==> src/rtl/bcd_timer_pkg.sv <==
// Shared types and helpers for the BCD mm:ss timer counter.
package bcd_timer_pkg;

  localparam int unsigned DIGIT_W = 4;

  typedef enum logic [1:0] {
    STOP = 2'd0,
    RUN  = 2'd1,
    DONE = 2'd2
  } state_t;

  // Even digits count 0-9 (units), odd digits 0-5 (tens of seconds/minutes).
  function automatic logic [DIGIT_W-1:0] digit_max(input int unsigned i);
    return ((i % 2) == 0) ? DIGIT_W'(9) : DIGIT_W'(5);
  endfunction

endpackage

==> src/rtl/bcd_digit_cell.sv <==
// One BCD digit register with clamp-on-load and inc/dec carry/borrow ripple.
module bcd_digit_cell
  import bcd_timer_pkg::*;
#(
  parameter logic [DIGIT_W-1:0] MAX = DIGIT_W'(9)
) (
  input  logic               clk,
  input  logic               rst,
  input  logic               clr,
  input  logic               load,
  input  logic [DIGIT_W-1:0] load_digit,
  input  logic               cin,
  input  logic               bin,
  output logic               cout,
  output logic               bout,
  output logic [DIGIT_W-1:0] digit,
  output logic               is_zero,
  output logic               is_max
);

  logic [DIGIT_W-1:0] load_clamped;

  assign is_zero      = (digit == '0);
  assign is_max       = (digit == MAX);
  assign cout         = cin & is_max;
  assign bout         = bin & is_zero;
  assign load_clamped = (load_digit > MAX) ? MAX : load_digit;

  always_ff @(posedge clk) begin
    if (rst) begin
      digit <= '0;
    end else if (clr) begin
      digit <= '0;
    end else if (load) begin
      digit <= load_clamped;
    end else if (cin) begin
      digit <= is_max ? '0 : digit + DIGIT_W'(1);
    end else if (bin) begin
      digit <= is_zero ? MAX : digit - DIGIT_W'(1);
    end
  end

endmodule

==> src/rtl/bcd_timer_counter.sv <==
// BCD up/down mm:ss timer with run/stop FSM, wrap pulse and prefix zero/top flags.
// Define BCD_TIMER_SAT_EN for the saturating build (no wrap, sticky done).
module bcd_timer_counter
  import bcd_timer_pkg::*;
#(
  parameter int unsigned NUM_DIGITS = 4,
  parameter bit          START_RUN  = 1'b0
) (
  input  logic                          clk,
  input  logic                          rst,
  input  logic                          tick,
  input  logic                          start,
  input  logic                          up_dn,
  input  logic                          clr,
  input  logic                          load,
  input  logic [DIGIT_W*NUM_DIGITS-1:0] load_val,
  output logic [DIGIT_W*NUM_DIGITS-1:0] count,
  output logic [NUM_DIGITS-1:0]         zero,
  output logic [NUM_DIGITS-1:0]         top,
  output logic                          running,
  output logic                          wrap,
  output logic                          done
);

  state_t                state, state_nxt;
  logic                  step, terminal, cnt_en;
  logic [NUM_DIGITS:0]   carry, borrow;
  logic [NUM_DIGITS-1:0] dig_zero, dig_max;

  // A tick only counts in RUN when no higher-priority control is present.
  assign step     = (state == RUN) & tick & ~clr & ~load & ~start;
  assign terminal = up_dn ? top[NUM_DIGITS-1] : zero[NUM_DIGITS-1];
  assign running  = (state == RUN);

`ifdef BCD_TIMER_SAT_EN
  logic done_q;

  assign cnt_en = step & ~terminal;
  assign wrap   = 1'b0;
  assign done   = done_q;

  always_ff @(posedge clk) begin
    if (rst) begin
      done_q <= 1'b0;
    end else if (clr | load) begin
      done_q <= 1'b0;
    end else if (step & terminal) begin
      done_q <= 1'b1;
    end
  end
`else
  logic wrap_q;

  assign cnt_en = step;
  assign wrap   = wrap_q;
  assign done   = 1'b0;

  always_ff @(posedge clk) begin
    if (rst) begin
      wrap_q <= 1'b0;
    end else begin
      wrap_q <= step & terminal;
    end
  end
`endif

  assign carry[0]  = cnt_en & up_dn;
  assign borrow[0] = cnt_en & ~up_dn;

  for (genvar i = 0; i < NUM_DIGITS; i++) begin : g_digit
    bcd_digit_cell #(
      .MAX(digit_max(i))
    ) u_cell (
      .clk       (clk),
      .rst       (rst),
      .clr       (clr),
      .load      (load),
      .load_digit(load_val[DIGIT_W*i +: DIGIT_W]),
      .cin       (carry[i]),
      .bin       (borrow[i]),
      .cout      (carry[i+1]),
      .bout      (borrow[i+1]),
      .digit     (count[DIGIT_W*i +: DIGIT_W]),
      .is_zero   (dig_zero[i]),
      .is_max    (dig_max[i])
    );

    if (i == 0) begin : g_first
      assign zero[i] = dig_zero[i];
      assign top[i]  = dig_max[i];
    end else begin : g_chain
      assign zero[i] = zero[i-1] & dig_zero[i];
      assign top[i]  = top[i-1] & dig_max[i];
    end
  end

  always_ff @(posedge clk) begin
    if (rst) begin
      state <= START_RUN ? RUN : STOP;
    end else begin
      state <= state_nxt;
    end
  end

  always_comb begin
    state_nxt = state;
    if (clr | load) begin
      if (state == DONE) state_nxt = STOP;
    end else if (start) begin
      if (state == STOP)     state_nxt = RUN;
      else if (state == RUN) state_nxt = STOP;
    end
`ifdef BCD_TIMER_SAT_EN
    else if (step & terminal) begin
      state_nxt = DONE;
    end
`endif
  end

endmodule

==> config.mk <==
export PLATFORM = sky130hd
export DESIGN_NAME = bcd_timer_counter
export DESIGN_NICKNAME = d
export VERILOG_FILES = /design/src/rtl/bcd_timer_pkg.sv /design/src/rtl/bcd_digit_cell.sv /design/src/rtl/bcd_timer_counter.sv
export SDC_FILE = /design/constraint.sdc
export NUM_CORES = 1
export LEC_CHECK = 0
export ABC_AREA = 1
export CORE_UTILIZATION = 40
export CTS_CLUSTER_DIAMETER = 80
export DETAILED_ROUTE_END_ITERATION = 7
export DONT_BUFFER_PORTS = 1
export PLACE_DENSITY = 0.56
export SLEW_MARGIN = 0
export SYNTH_ARGS = -nofsm -noshare
export SYNTH_HDL_FRONTEND = slang
export SYNTH_SLANG_ARGS = --single-unit
==> constraint.sdc <==
create_clock -name clk -period 3.5 [get_ports clk]
set_clock_uncertainty 0.2 [all_clocks]
set_input_delay 0.35 -clock clk [delete_from_list [all_inputs] [get_ports clk]]
set_output_delay 0.35 -clock clk [all_outputs]
set_load 0.02 [all_outputs]
After elaboration in Yosys (flattened, before gate mapping) --
Cells that the tools add are included. Widths: inputs -> output; s select.
Operators by class: add/subtract/negate cells 8, $lt $le $gt $ge 4, equal/unequal tests 7, mux-type cells 30, bitwise operators 24, reductions and logical operators 13
Operator list (number):
- $mux 4 | 24
- $and 1x1->1 | 19
- $add 4x1->4 const B | 4
- $logic_not 4->1 | 4
- $sub 4x1->4 const B | 4
- $reduce_bool 3->1 | 5
- $mux 2 | 5
- $eq 4x3->1 const B | 2
- $eq 4x4->1 const B | 2
- $gt 4x3->1 const B | 2
- $gt 4x4->1 const B | 2
- $not 1->1 | 4
- $reduce_and 3->1 | 1
- $eq 2x1->1 const B | 1
- $eq 2x2->1 const B | 1
- $logic_not 2->1 | 1
- $ne 2x1->1 const B | 1
- $reduce_bool 2->1 | 1
- $reduce_or 2->1 | 1
- $mux 1 | 1
- $or 1x1->1 | 1
Word-level totals: bits in registers 19, input bits 23, output and inout port bits 27, word-level logic and storage cells 92

Longest topological paths before layout --
Gate-level depths: netlist (run 1).
depth in word-level cells 12, depth in mapped cells 11

By module --
Synthesis (run 1) repeated with hierarchy kept, for this count alone.
Unflattened totals: cell total of the unflattened synthesis 291, area total of the unflattened synthesis 1667.8 um^2
By module, submodules not included:
- bcd_digit_cell at g_digit[0].u_cell ... | instances 2, cells each 66, area each 374.1 um^2
- bcd_digit_cell at g_digit[1].u_cell ... | instances 2, cells each 64, area each 350.3 um^2
- bcd_timer_counter | instances 1, cells each 31, area each 219.0 um^2

Worst setup path before layout (run 1) --
Ideal clock, no wire load.
kind flip-flop to output port, start point reg g_digit[0].u_cell.digit[0], end point out zero[3], arrival time 1.620 ns, data required time 2.950 ns, setup slack 1.330 ns, cell stages (with the launch flop) 6, buffers on the path 0, cell sequence dfxtp_1 nor2_4 nand3_2 nor2_4 nand2_2 nor4_1
On the way: cells in the longest elaborated chain, start to end 4
RTL lines:
- start, declared | line bcd_digit_cell.sv:16 | output logic [DIGIT_W-1:0] digit,
- start signal, assigned | line bcd_digit_cell.sv:35 | digit <= load_clamped;
- start signal, assigned | line bcd_digit_cell.sv:37 | digit <= is_max ? '0 : digit + DIGIT_W'(1);
- start signal, assigned | line bcd_digit_cell.sv:39 | digit <= is_zero ? MAX : digit - DIGIT_W'(1);
- $logic_not 4->1 | line bcd_digit_cell.sv:23 | assign is_zero = (digit == '0);
- $and 1x1->1 | line bcd_timer_counter.sv:92 | assign zero[i] = zero[i-1] & dig_zero[i];
- named net zero[1] | line bcd_timer_counter.sv:18 | output logic [NUM_DIGITS-1:0] zero,
- $and 1x1->1 (2 in a row) | line bcd_timer_counter.sv:92
- end, declared | line bcd_timer_counter.sv:18
The timed path passes the listed nets, and every way through them passes these cells.

Final worst setup path (run 1) --
Same ends and word-level chain as after synthesis.

==> results of run 1 <==
[registers in the layout, indices dropped and copies added, names as in the netlist]
name	flops
wrap	1
g_digit.u_cell.digit	16
state	1
[worst paths after layout]
check	start	depth (start not counted)	end	slack, ps
worst max register to register	g_digit[0].u_cell.digit[0]	10	g_digit[3].u_cell.digit[1]	1480
worst min register to register	state[0]	2	state[0]	430
worst min-delay path	load_val[9]	2	g_digit[2].u_cell.digit[1]	60
worst max-delay path	g_digit[0].u_cell.digit[0]	6	zero[3]	1160
[cell families (layout without fill, tap and decap cells)]
group	Yosys count	after routing	synth area share, %
buffers and inverters	43	42	11.2
other	1	1	0.228
flip-flops	18	18	21.9
AO/OA/AOI/OAI	52	52	17.8
AND/OR/NAND/NOR	132	132	45.7
XOR/XNOR	6	6	3.19
[power groups by stage]
stage	Combinational (mW)	Sequential, mW	Clock [mW]
floorplan	0.0952	0.235	0
global placement	0.106	0.239	0
detailed placement	0.105	0.240	0
CTS	0.107	0.235	0.189
global route	0.120	0.237	0.198
finish	0.106	0.235	0.185
[layer usage]
layer  global-route usage, %  up-vias  wire (microns)
met5                       0        -               0
met4                    3.99        0              25
met3                    5.52        2             257
met2                    31.3       48            1740
met1                    26.4      719            1960
li1                        -      838               -
[what timing repair did]
action	4_1_cts	5_1_grt
endpoints found under the hold margin	2	0
gates resized for setup	0	0
hold buffers	1	0
buffers inserted	0	0
setup endpoints to repair	0	0
[cell usage in the layout (no fill, tap or decap), drive strengths merged, types with 4 or more instances in the layout]
cell,netlist,final
xor2,6,6
nor2,38,38
inv,35,35
nand3,24,24
a21oi,13,13
a31oi,7,7
nor3,5,5
o21ai,23,23
nand4,6,6
dfxtp,18,18
clkbuf,2,4
nand2,55,55
[stage by stage]
stage	util, %	hold slack (ps)	worst slack (ps)	power (mW)	cell area, sq um
after floorplan	-	219	1330	0.330	1650
after global placement	43.9	224	1420	0.345	1670
after detailed placement	43.9	222	1420	0.345	1670
after CTS	45.7	56.1	1120	0.531	1730
after global routing	45.7	63.7	1020	0.555	1730
final	45.7	59.5	1160	0.526	1730
[cell type report]
type / instances / area share [%]
timing repair buffer: 3 / 1.44
multi-input combinational: 191 / 63.6
tap: 48 / 3.46
inverter: 35 / 7.58
clock buffer: 4 / 3.17
sequential: 18 / 20.8
==> reports/results.tsv, run 1 <==
stage	metric	value	unit
run_status	status	completed	
global_route	initial antenna violation count	0	
logic_synthesis	Yosys top cell by area	dfxtp_1	
logic_synthesis	leading cell type by number of instances after synthesis	nand2_1	
global_route	vias in the first global route	1393	
pwr	Max rail drop VDD	0.178	mV
worst_setup_path	Slowest-stage cell, CP	dfxtp_1	
clock_network	clk buf depth	2	
pwr	switching fraction of total power	33.6	%
global_route	GRT Total Usage	19.7	%
worst_setup_path	Max FO, Critical Path	6	
clock_network	Worst-path clk slew	80	ps
place	PortBufs	0	
final_layout	fraction of layout cells with a size suffix above 1	17.5	%
place	Placed Cells	294	
floorplan	die width	66.2	microns
worst_setup_path	buffer and inverter count on the worst path	1	
pwr	power density over the cells	303	nW/um^2
pwr	static leakage	0.870	nW
pwr	Combinational Power Share	20.1	%
job	max_cap viols	0	
logic_synthesis	Synth cell types	36	
timing	Final Cycle Share	66.7	%
logic_synthesis	yosys warns	0	
final_layout	area grow syn2layout	5.32	%
place	DP Wirelength	3040	microns
final_layout	Register Area	360	sq um
worst_setup_path	Critical Path Start Type	flip-flop	
pwr	Internal Power	349	uW
worst_setup_path	critical path's most frequent cell	nor2_4	
pwr	switching power	177	uW
drt	Routed WL	3990	microns
final_layout	fillers	425	
logic_synthesis	top cells by area, synth	dfxtp_1 (22%), nand2_1 (11%), inv_1 (6.2%)	
global_route	largest net degree at the start of global routing	19	
drt	via count	1607	
worst_setup_path	Setup CP Type	flip-flop to output port	
logic_synthesis	async set-reset flop share out of synthesis	0	%
timing	Fin. Hold Viols	0	
logic_synthesis	synthesized area per cell	6.53	sq um
logic_synthesis	Synth top area share	21.9	%
clock_network	clock sink count	18	
timing	Setup TNS Final	0	ps
timing	Final Setup Violations	0	
final_layout	multi-input logic area	1100	sq um
logic_synthesis	top post-synthesis cells by count	nand2_1 (48), inv_1 (27), nor2_1 (22)	
logic_synthesis	Syn Nets	275	
logic_synthesis	number of synthesized flops with an enable pin	0	
worst_setup_path	Worst EP arrival	1790	ps
place	GP Congestion	0.830	
clock_network	root buf cell	clkbuf_8	
clock_network	CTS tree	done	
worst_setup_path	CP Capture Type	output port	
timing	Final Critical Period	2340	ps
drt	routed vias/inst	5.37	
logic_synthesis	register area share after synthesis	21.9	%
final_layout	n_diodes	0	
floorplan	initial core utilization	43.3	%
logic_synthesis	Post-Syn Area	1650	sq um
logic_synthesis	Gate Count Post-Synth	252	
floorplan	Ports	50	
drt	drt wl/cell	13.3	microns
drt	Residual DRC	0	
worst_setup_path	critical path's top delay family	simple AND/OR/NAND/NOR gates	
timing	Highest Clock Rate	428	MHz
drt	1st-pass router iterations	4	
floorplan	die area	4380	sq um
floorplan	row count	22	
hold_path	worst hold path class	primary input to flip-flop	
clock_network	H-tree depth	1	
worst_setup_path	CP Cell Sequence	nor2_4 -> nand3_2 -> nor2_4 -> nand2_2 -> nor4_1 -> buf_4	
drt	post-route ant nets	0	
pwr	clock share of power	35.3	%
drt	drt first-iter violations	87	
global_route	first-pass GRT wire length	6510	microns
final_layout	fin cells	299	
floorplan	DIE HEIGHT	66.2	microns
clock_network	TritonCTS Buffers	3	
logic_synthesis	dominant synthesized flop cell	dfxtp_1	
clock_network	Skew-Pair Late Insertion Delay	270	ps
worst_setup_path	required time of the critical path	2950	ps
timing	RSZ-0062 raised after global routing	no	
pwr	sequential group share of total power	44.6	%
timing	final slew viol count	0	
global_route	grt ovf	0	
final_layout	nets@finish	275	
worst_setup_path	CP max stage delay	450	ps
logic_synthesis	Yosys reg bits	18	
floorplan	Core ar.	3800	sq um
(Power assumes the default switching activity.)
==> run 2, diff against run 1 <==
clock period = 2.38 ns   (was 3.5 ns; I/O delays follow)
==> run 2 against run 1 <==
Net effect:
- via count up 4.4%
- sequential power up 44%
- largest power group unchanged
- largest cell class unchanged
- first-iteration DRC count up 10%
- clock power up 44%
- combinational power up 76%
==> reports/results.tsv, run 2 (synthesis results as in run 1) <==
stage	metric	value	unit	change
pwr	Power Total	792	uW	was 526 uW
timing	Final Critical Period	2230	ps	
pwr	static leakage	0.952	nW	was 0.870 nW
worst_setup_path	CP Capture Type	output port		unchanged
clock_network	TritonCTS Buffers	3		unchanged
drt	post-route ant nets	0		unchanged
run_status	status	completed		unchanged
worst_setup_path	critical path's most frequent cell	nor2_4		unchanged
timing	Final Cycle Share	93.8	%	
floorplan	initial core utilization	43.3	%	unchanged
worst_setup_path	Max FO, Critical Path	6		unchanged
worst_setup_path	CP Cell Sequence	nor2_4 -> nand3_2 -> nor2_4 -> nand2_2 -> nor4_1 -> buf_4		unchanged
drt	Residual DRC	0		unchanged
timing	Final Setup Violations	0		unchanged
floorplan	row count	22		unchanged
global_route	initial antenna violation count	0		unchanged
final_layout	most frequent cells in the layout	nand2_1 (48), inv_1 (27), nor2_1 (22)		unchanged
global_route	vias in the first global route	1466		was 1393
final_layout	commonest non-fill, non-tap cell in the layout	nand2_1		unchanged
final_layout	n_diodes	0		unchanged
clock_network	root buf cell	clkbuf_8		unchanged
timing	Highest Clock Rate	448	MHz	
job	max_cap viols	0		unchanged
timing	RSZ-0062 raised after global routing	no		unchanged
place	GP Congestion	0.877		was 0.830
final_layout	area grow syn2layout	16.6	%	was 5.32%
place	PortBufs	0		unchanged
drt	drt first-iter violations	96		was 87
floorplan	die area	4380	sq um	unchanged
place	DP Wirelength	3130	microns	was 3040 microns
clock_network	clock sink count	18		unchanged
floorplan	die width	66.2	microns	unchanged
floorplan	Ports	50		unchanged
timing	hold slack	1.28	ps	was 59.5 ps
clock_network	clk buf depth	2		unchanged
final_layout	max FFs per register	16		unchanged
final_layout	final core utilization	50.5	%	was 45.7%
global_route	grt ovf	0		unchanged
worst_setup_path	required time of the critical path	1940	ps	was 2950 ps
global_route	GRT Total Usage	20.7	%	was 19.7%
global_route	first-pass GRT wire length	6870	microns	was 6510 microns
worst_setup_path	Worst EP arrival	1800	ps	was 1790 ps
timing	Fin. Hold Viols	0		unchanged
drt	via count	1677		was 1607
clock_network	H-tree depth	1		unchanged
clock_network	CTS tree	done		unchanged
floorplan	Core ar.	3800	sq um	unchanged
drt	drt wl/cell	13.3	microns	about the same
drt	routed vias/inst	5.26		was 5.37
timing	Setup TNS Final	0	ps	unchanged
global_route	largest net degree at the start of global routing	19		unchanged
drt	Routed WL	4260	microns	was 3990 microns
final_layout	fillers	398		was 425
place	DP Worst Slack	385	ps	was 1420 ps
clock_network	Worst-path clk slew	80	ps	about the same
timing	final slew viol count	0		unchanged
drt	1st-pass router iterations	6		was 4
final_layout	most flop-heavy register	g_digit.u_cell.digit		unchanged
final_layout	nets@finish	295		was 275
floorplan	DIE HEIGHT	66.2	microns	unchanged
worst_setup_path	Slowest-stage cell, CP	dfxtp_1		unchanged
pwr	Max rail drop VDD	0.309	mV	was 0.178 mV
clock_network	Skew-Pair Late Insertion Delay	260	ps	was 270 ps
final_layout	fraction of layout cells with a size suffix above 1	18.5	%	was 17.5%
worst_setup_path	Setup CP Type	flip-flop to output port		unchanged
worst_setup_path	Critical Path Start Type	flip-flop		unchanged
timing	final setup margin	147	ps	was 1160 ps
worst_setup_path	CP max stage delay	450	ps	about the same
hold_path	worst hold path class	primary input to flip-flop		unchanged
pwr	power density over the cells	413	nW/um^2	was 303 nW/um^2
## run 2: cell types whose count changed in the layout (fill, tap and decap cells not counted)
cell and change:
dlygate4sd3_1 +14, buf_4 +6
## run 2: report_power, final
part / leakage, nW / internal, mW / total (mW) / switching [mW]
Sequential: 0.147 / 0.312 / 0.338 / 0.0266
Clock: 0.0288 / 0.147 / 0.267 / 0.120
Combinational: 0.776 / 0.0711 / 0.187 / 0.116
## run 2: critical path: cells and delay by family (launching register included)
family / cells / cell delay (ps)
and+or+nand+nor: 5 / 890
DFF: 1 / 450
buffers and inverters: 1 / 200
## run 2: routing by layer
metal | wire [microns] | vias to the layer above | GRT usage, %
met5 | 0 | - | 0
met4 | 25 | 0 | 3.46
met3 | 261 | 2 | 5.52
met2 | 1910 | 47 | 34.1
met1 | 2070 | 758 | 27.3
li1 | - | 870 | -
## run 2: cell type report
class | instances | area, sq um | area share (%)
Timing Repair Buffer | 23 | 210 | 11.0
Tap cell | 48 | 60.1 | 3.13
Multi-Input combinational cell | 191 | 1100 | 57.4
Inverter | 35 | 131 | 6.84
Clock buffer | 4 | 55.1 | 2.87
Sequential cell | 18 | 360 | 18.8
## run 2: metrics by stage
step           cell area [sq um]  cells
2_1_floorplan               1650    252
3_3_place_gp                1710    300
3_5_place_dp                1710    300
4_1_cts                     1920    319
5_1_grt                     1920    319
6_report                    1920    319
## run 2: worst paths after layout
| path | from | endpoint | slack [ps] | cells past startpoint |
|---|---|---|---|---|
| max | g_digit[0].u_cell.digit[0] | zero[3] | 150 | 6 |
| min | load_val[10] | g_digit[2].u_cell.digit[0] | 1 | 2 |
| max reg2reg | g_digit[0].u_cell.digit[0] | g_digit[3].u_cell.digit[1] | 380 | 10 |
| min reg2reg | g_digit[2].u_cell.digit[3] | g_digit[2].u_cell.digit[3] | 430 | 2 |
## run 2: timing repair
item | CTS | global route
setup buffers | 0 | 0
endpoints found under the hold margin | 10 | 0
gates resized for setup | 0 | 0
hold buffers | 15 | 0
